## src/rtl/cook_pkg.sv

```systemverilog
// Shared types and constants for the cook controller: FSM state codes, BCD digit type,
// quick-start time and power-level ceiling.
package cook_pkg;

  typedef enum logic [2:0] {
    ST_IDLE  = 3'd0,
    ST_SET   = 3'd1,
    ST_COOK  = 3'd2,
    ST_PAUSE = 3'd3,
    ST_DONE  = 3'd4
  } state_e;

  // What the datapath does to the digit register this cycle
  typedef enum logic [2:0] {
    ACT_HOLD,
    ACT_ZERO,
    ACT_KEY,
    ACT_QUICK,
    ACT_DEC
  } act_e;

  typedef logic [3:0] bcd_t;

  localparam int   QUICK_START_SECS = 30;
  localparam bcd_t POWER_MAX        = 4'd10;

  function automatic logic [7:0] secs_bcd(input int s);
    return {4'(s / 10), 4'(s % 10)};
  endfunction

  function automatic bcd_t eff_level(input bcd_t pl);
    return (pl == 4'd0 || pl > POWER_MAX) ? POWER_MAX : pl;
  endfunction

endpackage

```

## src/rtl/cook_controller_if.sv

```systemverilog
// Keypad/command inputs and display/status outputs of the cook controller.
// power_level exists only when COOK_POWER_LEVEL_EN is defined.
interface cook_controller_if #(parameter int MIN_DIGITS = 1);
  import cook_pkg::*;
  localparam int W = 4 * (2 + MIN_DIGITS);

  logic         tick;
  logic         key_valid;
  bcd_t         key_digit;
  logic         start;
  logic         stop;
  logic         clear;
  logic         door_closed;
`ifdef COOK_POWER_LEVEL_EN
  logic [3:0]   power_level;
`endif
  logic [W-1:0] digits;
  state_e       state;
  logic         mag_on;
  logic         beep;
  logic         zero;

  modport master (
`ifdef COOK_POWER_LEVEL_EN
    output power_level,
`endif
    output tick, key_valid, key_digit, start, stop, clear, door_closed,
    input  digits, state, mag_on, beep, zero
  );

  modport slave (
`ifdef COOK_POWER_LEVEL_EN
    input  power_level,
`endif
    input  tick, key_valid, key_digit, start, stop, clear, door_closed,
    output digits, state, mag_on, beep, zero
  );

endinterface

```

## src/rtl/bcd_down_digit.sv

```systemverilog
// One BCD down-counter digit: decrements on borrow_in, wrapping 0 -> WRAP with borrow_out.
module bcd_down_digit
  import cook_pkg::*;
#(
  parameter bcd_t WRAP = 4'd9
) (
  input  bcd_t d,
  input  logic borrow_in,
  output bcd_t q,
  output logic borrow_out
);

  always_comb begin
    q          = d;
    borrow_out = 1'b0;
    if (borrow_in) begin
      if (d == 4'd0) begin
        q          = WRAP;
        borrow_out = 1'b1;
      end else begin
        q = d - 4'd1;
      end
    end
  end

endmodule

```

## src/rtl/cook_controller.sv

```systemverilog
// Microwave cook timer: BCD keypad entry, countdown, pause/resume and done beep.
// Define COOK_POWER_LEVEL_EN to gate the magnetron with a 10-second duty window.
module cook_controller
  import cook_pkg::*;
#(
  parameter int MIN_DIGITS = 1,
  parameter int BEEP_TICKS = 3
) (
  input  logic clk,
  input  logic rst,
  cook_controller_if.slave bus
);

  localparam int ND = 2 + MIN_DIGITS;

  state_e               state_q, state_n;
  act_e                 act;
  logic [ND-1:0][3:0]   digits_q, digits_n, dec_val;
  logic [ND:0]          borrow;
  logic [3:0]           cnt_q, cnt_n;
  logic                 mag_on_q, mag_on_d, beep_q, beep_d;
  logic                 key_ok, zero, dec_zero;
`ifdef COOK_POWER_LEVEL_EN
  bcd_t                 level_q, level_n;
`endif

  // Ones digit always borrows; seconds tens wraps to 5, every other digit to 9
  assign borrow[0] = 1'b1;
  for (genvar i = 0; i < ND; i++) begin : g_dig
    bcd_down_digit #(.WRAP((i == 1) ? 4'd5 : 4'd9)) u_dig (
      .d          (digits_q[i]),
      .borrow_in  (borrow[i]),
      .q          (dec_val[i]),
      .borrow_out (borrow[i+1])
    );
  end

  assign zero     = (digits_q == '0);
  assign dec_zero = (dec_val == '0) && !borrow[ND];
  assign key_ok   = bus.key_valid && (bus.key_digit <= 4'd9);

  always_ff @(posedge clk) begin
    if (rst) state_q <= ST_IDLE;
    else     state_q <= state_n;
  end

  // Highest-priority applicable event per state wins; the rest of the cycle is discarded
  always_comb begin
    state_n = state_q;
    act     = ACT_HOLD;
    if (bus.clear) begin
      state_n = ST_IDLE;
      act     = ACT_ZERO;
    end else begin
      case (state_q)
        ST_IDLE: begin
          if (bus.start && bus.door_closed) begin
            state_n = ST_COOK;
            act     = ACT_QUICK;
          end else if (key_ok) begin
            state_n = ST_SET;
            act     = ACT_KEY;
          end
        end
        ST_SET: begin
          if (bus.stop) begin
            state_n = ST_IDLE;
            act     = ACT_ZERO;
          end else if (bus.start && bus.door_closed && !zero) begin
            state_n = ST_COOK;
          end else if (key_ok) begin
            act = ACT_KEY;
          end
        end
        ST_COOK: begin
          if (bus.stop || !bus.door_closed) begin
            state_n = ST_PAUSE;
          end else if (bus.tick) begin
            act = ACT_DEC;
            if (dec_zero) state_n = ST_DONE;
          end
        end
        ST_PAUSE: begin
          if (bus.stop) begin
            state_n = ST_IDLE;
            act     = ACT_ZERO;
          end else if (bus.start && bus.door_closed && !zero) begin
            state_n = ST_COOK;
          end
        end
        ST_DONE: begin
          if (bus.key_valid || bus.start)
            state_n = ST_IDLE;
          else if (bus.tick && cnt_q == 4'(BEEP_TICKS - 1))
            state_n = ST_IDLE;
        end
        default: begin
          state_n = ST_IDLE;
          act     = ACT_ZERO;
        end
      endcase
    end
  end

  always_comb begin
    digits_n = digits_q;
    case (act)
      ACT_ZERO:  digits_n = '0;
      ACT_KEY:   digits_n = {digits_q[ND-2:0], bus.key_digit};
      ACT_QUICK: begin
        digits_n      = '0;
        digits_n[1:0] = secs_bcd(QUICK_START_SECS);
      end
      ACT_DEC:   digits_n = dec_val;
      default:   digits_n = digits_q;
    endcase

    if (state_n != ST_DONE)                     cnt_n = 4'd0;
    else if (state_q == ST_DONE && bus.tick)    cnt_n = cnt_q + 4'd1;
    else                                        cnt_n = cnt_q;

    beep_d = (state_n == ST_DONE);
`ifdef COOK_POWER_LEVEL_EN
    level_n  = (state_q != ST_COOK && state_n == ST_COOK) ? eff_level(bus.power_level) : level_q;
    mag_on_d = (state_n == ST_COOK) && (digits_n[0] < level_n);
`else
    mag_on_d = (state_n == ST_COOK);
`endif
  end

  always_ff @(posedge clk) begin
    if (rst) begin
      digits_q <= '0;
      cnt_q    <= 4'd0;
      mag_on_q <= 1'b0;
      beep_q   <= 1'b0;
`ifdef COOK_POWER_LEVEL_EN
      level_q  <= POWER_MAX;
`endif
    end else begin
      digits_q <= digits_n;
      cnt_q    <= cnt_n;
      mag_on_q <= mag_on_d;
      beep_q   <= beep_d;
`ifdef COOK_POWER_LEVEL_EN
      level_q  <= level_n;
`endif
    end
  end

  assign bus.digits = digits_q;
  assign bus.state  = state_q;
  assign bus.mag_on = mag_on_q;
  assign bus.beep   = beep_q;
  assign bus.zero   = zero;

endmodule

```

## src/flat_wrapper.sv

```systemverilog
// flat-port wrapper written by rule: the top's interface ports become plain ports
module cook_controller_flat import cook_pkg::*;
#(
  parameter int MIN_DIGITS = 1,
  parameter int BEEP_TICKS = 3
)
  (clk, rst, bus_tick, bus_key_valid, bus_key_digit, bus_start, bus_stop, bus_clear, bus_door_closed, bus_digits, bus_state, bus_mag_on, bus_beep, bus_zero);
  cook_controller_if #(.MIN_DIGITS(MIN_DIGITS)) bus_i ();
  input  logic clk;
  input  logic rst;
  input wire logic [$bits(bus_i.tick)-1:0] bus_tick;
  input wire logic [$bits(bus_i.key_valid)-1:0] bus_key_valid;
  input wire logic [$bits(bus_i.key_digit)-1:0] bus_key_digit;
  input wire logic [$bits(bus_i.start)-1:0] bus_start;
  input wire logic [$bits(bus_i.stop)-1:0] bus_stop;
  input wire logic [$bits(bus_i.clear)-1:0] bus_clear;
  input wire logic [$bits(bus_i.door_closed)-1:0] bus_door_closed;
  output wire logic [$bits(bus_i.digits)-1:0] bus_digits;
  output wire logic [$bits(bus_i.state)-1:0] bus_state;
  output wire logic [$bits(bus_i.mag_on)-1:0] bus_mag_on;
  output wire logic [$bits(bus_i.beep)-1:0] bus_beep;
  output wire logic [$bits(bus_i.zero)-1:0] bus_zero;
  assign bus_i.tick = bus_tick;
  assign bus_i.key_valid = bus_key_valid;
  assign bus_i.key_digit = bus_key_digit;
  assign bus_i.start = bus_start;
  assign bus_i.stop = bus_stop;
  assign bus_i.clear = bus_clear;
  assign bus_i.door_closed = bus_door_closed;
  assign bus_digits = bus_i.digits;
  assign bus_state = bus_i.state;
  assign bus_mag_on = bus_i.mag_on;
  assign bus_beep = bus_i.beep;
  assign bus_zero = bus_i.zero;
  cook_controller #(.MIN_DIGITS(MIN_DIGITS), .BEEP_TICKS(BEEP_TICKS)) u_core (.clk(clk), .rst(rst), .bus(bus_i));
endmodule
```

## config.mk

```make
export PLATFORM = sky130hd
export DESIGN_NAME = cook_controller_flat
export DESIGN_NICKNAME = d
export VERILOG_FILES = /design/src/rtl/cook_pkg.sv /design/src/rtl/cook_controller_if.sv /design/src/rtl/bcd_down_digit.sv /design/src/rtl/cook_controller.sv /design/src/flat_wrapper.sv
export SDC_FILE = /design/constraint.sdc
export NUM_CORES = 1
export LEC_CHECK = 0
export ABC_CLOCK_PERIOD_IN_PS = 2700
export BUFFER_PORTS_ARGS = -buffer_cell sky130_fd_sc_hd__buf_2
export CAP_MARGIN = 20
export CORE_UTILIZATION = 50
export CTS_CLUSTER_DIAMETER = 150
export CTS_CLUSTER_SIZE = 30
export DETAILED_ROUTE_END_ITERATION = 10
export HOLD_SLACK_MARGIN = 0.08
export PLACE_DENSITY = 0.74
export SLEW_MARGIN = 20
export SYNTH_ARGS = -nofsm -noshare
export SYNTH_HDL_FRONTEND = slang
export SYNTH_SLANG_ARGS = --single-unit
```

## constraint.sdc

```tcl
create_clock -name clk -period 2.7 [get_ports clk]
set_clock_uncertainty 0.2 [all_clocks]
set_input_delay 0.135 -clock clk [delete_from_list [all_inputs] [get_ports clk]]
set_output_delay 0.135 -clock clk [all_outputs]
set_load 0.005 [all_outputs]
```

* Word level (Yosys, flattened, before mapping)
Cells that the tools add are included.
** Word-level totals
- Register bits :: 21
- Memories :: 0
- Bits in writable memories :: 0
- Bits in latches :: 0
- ROM bits :: 0
- Bits of input ports :: 12
** Operators by class
- Mux-type cells :: 31
- Eq/ne operators :: 12
- Shift-type cells :: 0
- Bitwise operators :: 0
- Reductions and logical operators :: 20
- $add $sub $neg :: 4
- Multipliers :: 0
- Divide/modulo/power cells :: 0
- Magnitude comparators :: 1
** Operators by type and width (count)
- 3-bit two-way mux :: 16
- 12-bit case mux with 4 select lines :: 1
- 12-bit zero test :: 2
- 4-bit two-way mux :: 5
- 3-bit by 2-bit equality test with 1-bit output (second input constant) :: 5
- 3-bit case mux with 5 select lines :: 1
- 4-bit zero test :: 3
- 3-bit case mux with 4 select lines :: 1
- 4-bit by 1-bit subtractor with 4-bit output (second input constant) :: 3
- 3-bit equality test (second input constant) :: 3
- 3-bit by 1-bit equality test with 1-bit output (second input constant) :: 2
- 1-bit logical AND :: 6
- 1-bit two-way mux :: 6
- 4-bit by 1-bit adder with 4-bit output (second input constant) :: 1
- 4-bit by 2-bit equality test with 1-bit output (second input constant) :: 1
- 4-bit less-or-equal comparator (second input constant) :: 1
- 4-bit nonzero test :: 1
- 2-bit OR reduction :: 2
- 1-bit zero test :: 3
- 3-bit zero test :: 1
- 3-bit != test (second input constant) :: 1
- 1-bit logical OR :: 2
- 2-bit two-way mux :: 1

* Longest topological paths before layout
- Depth in word-level cells :: 13
- Mapped depth :: 7
- Depth with buffers taken out :: 7

* Hierarchy
A second synthesis with hierarchy kept.
** Unflattened totals
- Cells, all modules :: 161
- Area total of the unflattened synthesis :: 1346.3 um^2
** By module, submodules not included
- cook_controller :: times used 1, cells an instance 130, area an instance 1129.8 um^2
- bcd_down_digit (u_core.g_dig[0].u_dig ...) :: times used 2, cells an instance 11, area an instance 78.8 um^2
- bcd_down_digit (u_core.g_dig[1].u_dig) :: times used 1, cells an instance 9, area an instance 58.8 um^2

* Least setup slack after synthesis
Ideal clock, no wire load.
- Kind :: reg2reg
- Start :: reg u_core.digits_q, in the netlist u_core.bus.digits[1]
- End :: reg u_core.digits_q, in the netlist u_core.bus.digits[1]
- Period minus slack after synthesis :: 2.286 ns
- Slack :: 0.414 ns
- Setup time :: 0.122 ns
- Data arrival time :: 1.964 ns
- Data required time :: 2.378 ns
- Path buffers :: 2
- Stages on the path, launching flop included :: 8
- Path through :: dfxtp_1 buf_6 or4_1 buf_2 nor4b_4 a21o_4 a21boi_2 a221o_1
** Between the ends
- Word-level cells in the longest chain between the ends :: 9
- Elaborated cells between the ends (all ways) :: 16
** Ends and longest elaborated chain
- start: declaration :: line cook_controller.sv:18 : logic [ND-1:0][3:0] digits_q, digits_n, dec_val;
- start signal: assignment :: line cook_controller.sv:141 : digits_q <= digits_n;
- 12-bit zero test :: line cook_controller.sv:38 : assign zero = (digits_q == '0);
- 1-bit zero test :: line cook_controller.sv:69 : end else if (bus.start && bus.door_closed && !zero) begin
- 1-bit logical AND :: line cook_controller.sv:69
- 3-bit two-way mux :: line cook_controller.sv:69
- 3-bit two-way mux :: line cook_controller.sv:66 : if (bus.stop) begin
- 3-bit case mux with 5 select lines :: line cook_controller.sv:55 : case (state_q)
- 3-bit two-way mux :: line cook_controller.sv:51 : if (bus.clear) begin
- 3-bit equality test (tied with other cells) :: line cook_controller.sv:107 : case (act)
- 12-bit case mux with 4 select lines or 4-bit nonzero test (tied branches)
Several ways; a longest one is shown, not always the timed one.
A chain may end at the register's enable or synchronous reset.

* Worst setup path in the final report
- Start :: reg u_core.digits_q, in the netlist u_core.bus.digits[0]
- End :: reg u_core.digits_q, in the netlist u_core.bus.digits[5]
The elaborated chain is that of the path after synthesis.

==> results.py <==
metrics = {
    "setup_path": {
        "cp_slowest_stage_delay_ns": 0.62,
        "crit_chain": "or4_1 > nor4b_4 > a21oi_1 > nor4_1 > a311o_1",
        "crit_required_ns": 2.75,
        "crit_type": "reg2reg",
        "crit_family": "simple AND/OR/NAND/NOR gates",
        "cp-end-kind": "flip-flop",
        "crit_buf_inv": 0,
        "critPathLaunchType": "flip-flop",
        "arrival_ns": 2.61,
        "cp_max_fo": 12,
        "critPathSlowestCell": "or4_1",
    },
    "floorplanning": {
        "rows": 19,
        "io_pins": 30,
        "dieArea_um2": 3151,
        "coreArea_um2": 2758,
        "initial_core_util": 0.5313,
        "die_h_um": 56.13,
        "fp.dieW_um": 56.13,
    },
    "yosys": {
        "synth_top_family_by_area": "simple AND/OR/NAND/NOR gates",
        "syn_area_per_cell_um2": 7.877,
        "ys_seq_area_frac": 0.2869,
        "synth_top_area_frac": 0.2869,
        "syn_nets": 200,
        "synth_area_um2": 1465,
        "synthXorXnorAreaFrac": 0.03587,
        "yosys-mux-area-fraction": 0,
        "ys_async_sr_fraction": 0,
        "synth-compound-area-share": 0.2656,
        "synth.largest_area_cell": "dfxtp_1",
        "synth.distinct_cells": 53,
        "synth_flop_cell": "dfxtp_1",
        "synthAdderAreaFrac": 0.01708,
        "synthSimpleGateAreaFrac": 0.3416,
        "yosys_warnings": 0,
        "synthCells": 186,
        "synth_edf_count": 0,
        "synth_seq_cells": 21,
        "synth.area.top_cells": "dfxtp_1 29%, nor2_1 5.4%, nand2_1 4.4%",
    },
    "timing": {
        "tightest_slew_ns": 0.5090,
        "final.setup.tns_ns": 0,
        "fin_crit_sh": 0.9461,
        "finalHoldViolCount": 0,
        "clock.fmax_mhz": 391.5,
        "min_period_ns": 2.554,
        "setup_ws_ns": 0.1455,
        "slew_viol_final": 0,
        "relSlewSlack": 0.6607,
        "setup_viol": 0,
        "rsz0062_at_grt": "false",
    },
    "global_route": {
        "antenna_found_initial": 0,
        "grt-ovfl-total": 0,
        "grt_pass1_vias": 1487,
        "grt_use_total": 0.2739,
        "grt_max_degree": 17,
        "grt_pass1_wl_um": 6886,
    },
    "placed_design": {
        "gp_congestion": 0.9850,
        "dpl_worst_slack_ns": 0.2998,
        "dp.cells": 246,
        "io_buffers": 29,
        "dp_hpwl_um": 3217,
    },
    "detailed_routing": {
        "ant_nets": 0,
        "wl_per_cell_um": 16.40,
        "drt_iter0_markers": 92,
        "routed-via-count": 1646,
        "first_pass_iters": 5,
        "drc": 0,
        "drt-total-wl_um": 4231,
        "viasPerCell": 6.380,
    },
    "clock_tree": {
        "cts_buffers": 3,
        "post_cts_buffers": 0,
        "clk_pin_slew_ns": 0.13,
        "root_buffer": "clkbuf_4",
        "clock_latency_ns": 0.30,
        "post_cts_resize_count": 0,
        "cts_tree": "built",
        "clockBufferDepth": 2,
        "cts_max_level": 1,
        "clock-sinks": 21,
    },
    "run_status": {
        "status": "finished clean",
    },
    "cells_and_area": {
        "n_antenna_cell": 0,
        "drive_gt1_frac": 0.2247,
        "area_delta_synth_final_pct": 21.52,
        "num-nets-final": 242,
        "layout.cells.non_filler": 258,
        "layout_common_cells": "29 x buf_2, 21 x nor2_1, 21 x dfxtp_1",
        "layout_commonest_cell": "buf_2",
    },
    "power": {
        "worst_ir_drop_vdd_uv": 278.3,
        "leakage_nw": 0.7386,
        "p_per_area_nw_per_um2": 384.0,
    },
    "flow_run": {
        "maxCapViolCount": 0,
    },
    "min_path": {
        "hp-class": "in2reg",
    },
}
-- synthesized netlist by cell type (all sizes together) (2+ instances only) --
master	number
a211oi	5
a21o	3
a21oi	7
a221o	3
a221oi	2
a31oi	3
and2	2
and3	2
buf	4
clkbuf	5
dfxtp	21
ha	2
inv	9
nand2	18
nand2b	3
nand4	9
nand4bb	2
nor2	21
nor3	9
nor4	4
nor4b	2
o211ai	6
o21ai	10
o221ai	2
or2	2
or3	5
or4	2
or4b	2
xnor2	3
xor2	3
-- repair_timing --
action,4_1_cts,5_1_grt
setup endpoints to repair,0,0
hold endpoints to repair,8,0
hold buffers,8,0
-- flip-flops by register name (all words and copies together), names as in the netlist --
name,cells
u_core.bus.state,3
u_core.cnt_q,4
u_core.bus.beep,1
u_core.bus.digits,12
u_core.bus.mag_on,1
-- cell families (layout without fill, tap and decap cells) --
family	count (synthesis)	after routing
DFF	21	21
buffers and inverters	18	59
AOI/OAI and AO/OA	51	51
xor gates and xnor gates	6	6
adders and majority gates	2	2
and+or+nand+nor	88	88
-- metal layers --
metal | up-vias | global-route usage | wire length (µm)
met5 | - | 0 | 0
met2 | 99 | 0.4320 | 1957
met4 | 0 | 0.09059 | 84
met1 | 746 | 0.3734 | 1781
met3 | 10 | 0.05581 | 407
li1 | 791 | - | -
-- worst register-to-register path, cell delays in order, from the launching register on --
cell	delay, ns
dfxtp_1	0.43
or4_1	0.62
nor4b_4	0.37
a21oi_1	0.22
nor4_1	0.45
a311o_1	0.20
-- through the flow --
stage	hold slack [ns]	util	area (µm²)	total power [W]
6_report	0.1265	0.6456	1780	0.0006837
5_1_grt	0.1664	0.6456	1780	0.0007107
4_1_cts	0.1170	0.6456	1780	0.0006820
3_5_place_dp	0.2420	0.6066	1673	0.0005179
3_3_place_gp	0.2403	0.6066	1673	0.0005142
2_1_floorplan	0.09973	-	1465	0.0004522
-- report_power, final --
group | switching [W] | internal, W | total (W) | leakage, nW
sequential | 0.0000119 | 0.000318 | 0.000330 | 0.170
clock | 0.000103 | 0.0000553 | 0.000158 | 0.0177
combinational | 0.000112 | 0.0000844 | 0.000196 | 0.551
total | 0.000226 | 0.000458 | 0.000684 | 0.739
-- path summary, 6_finish.rpt --
check	slack, ns	depth (start not counted)	from	endpoint
max	0.15	5	u_core.bus.digits[0]	u_core.bus.digits[5]
min reg2reg	0.33	2	u_core.cnt_q[3]	u_core.cnt_q[3]
min	0.13	4	bus_tick	u_core.bus.digits[8]
max reg2reg	0.15	5	u_core.bus.digits[0]	u_core.bus.digits[5]
-- layout make-up --
class | count | area [µm²]
fill | 247 | 977.2
multi-input combinational | 147 | 967.2
sequential | 21 | 420.4
timing repair buffer | 46 | 292.8
tap | 31 | 38.79
inverter | 9 | 33.78
clock buffer | 3 | 22.52
clock inverter | 1 | 5.005
Power figures use the tool's default switching activity.
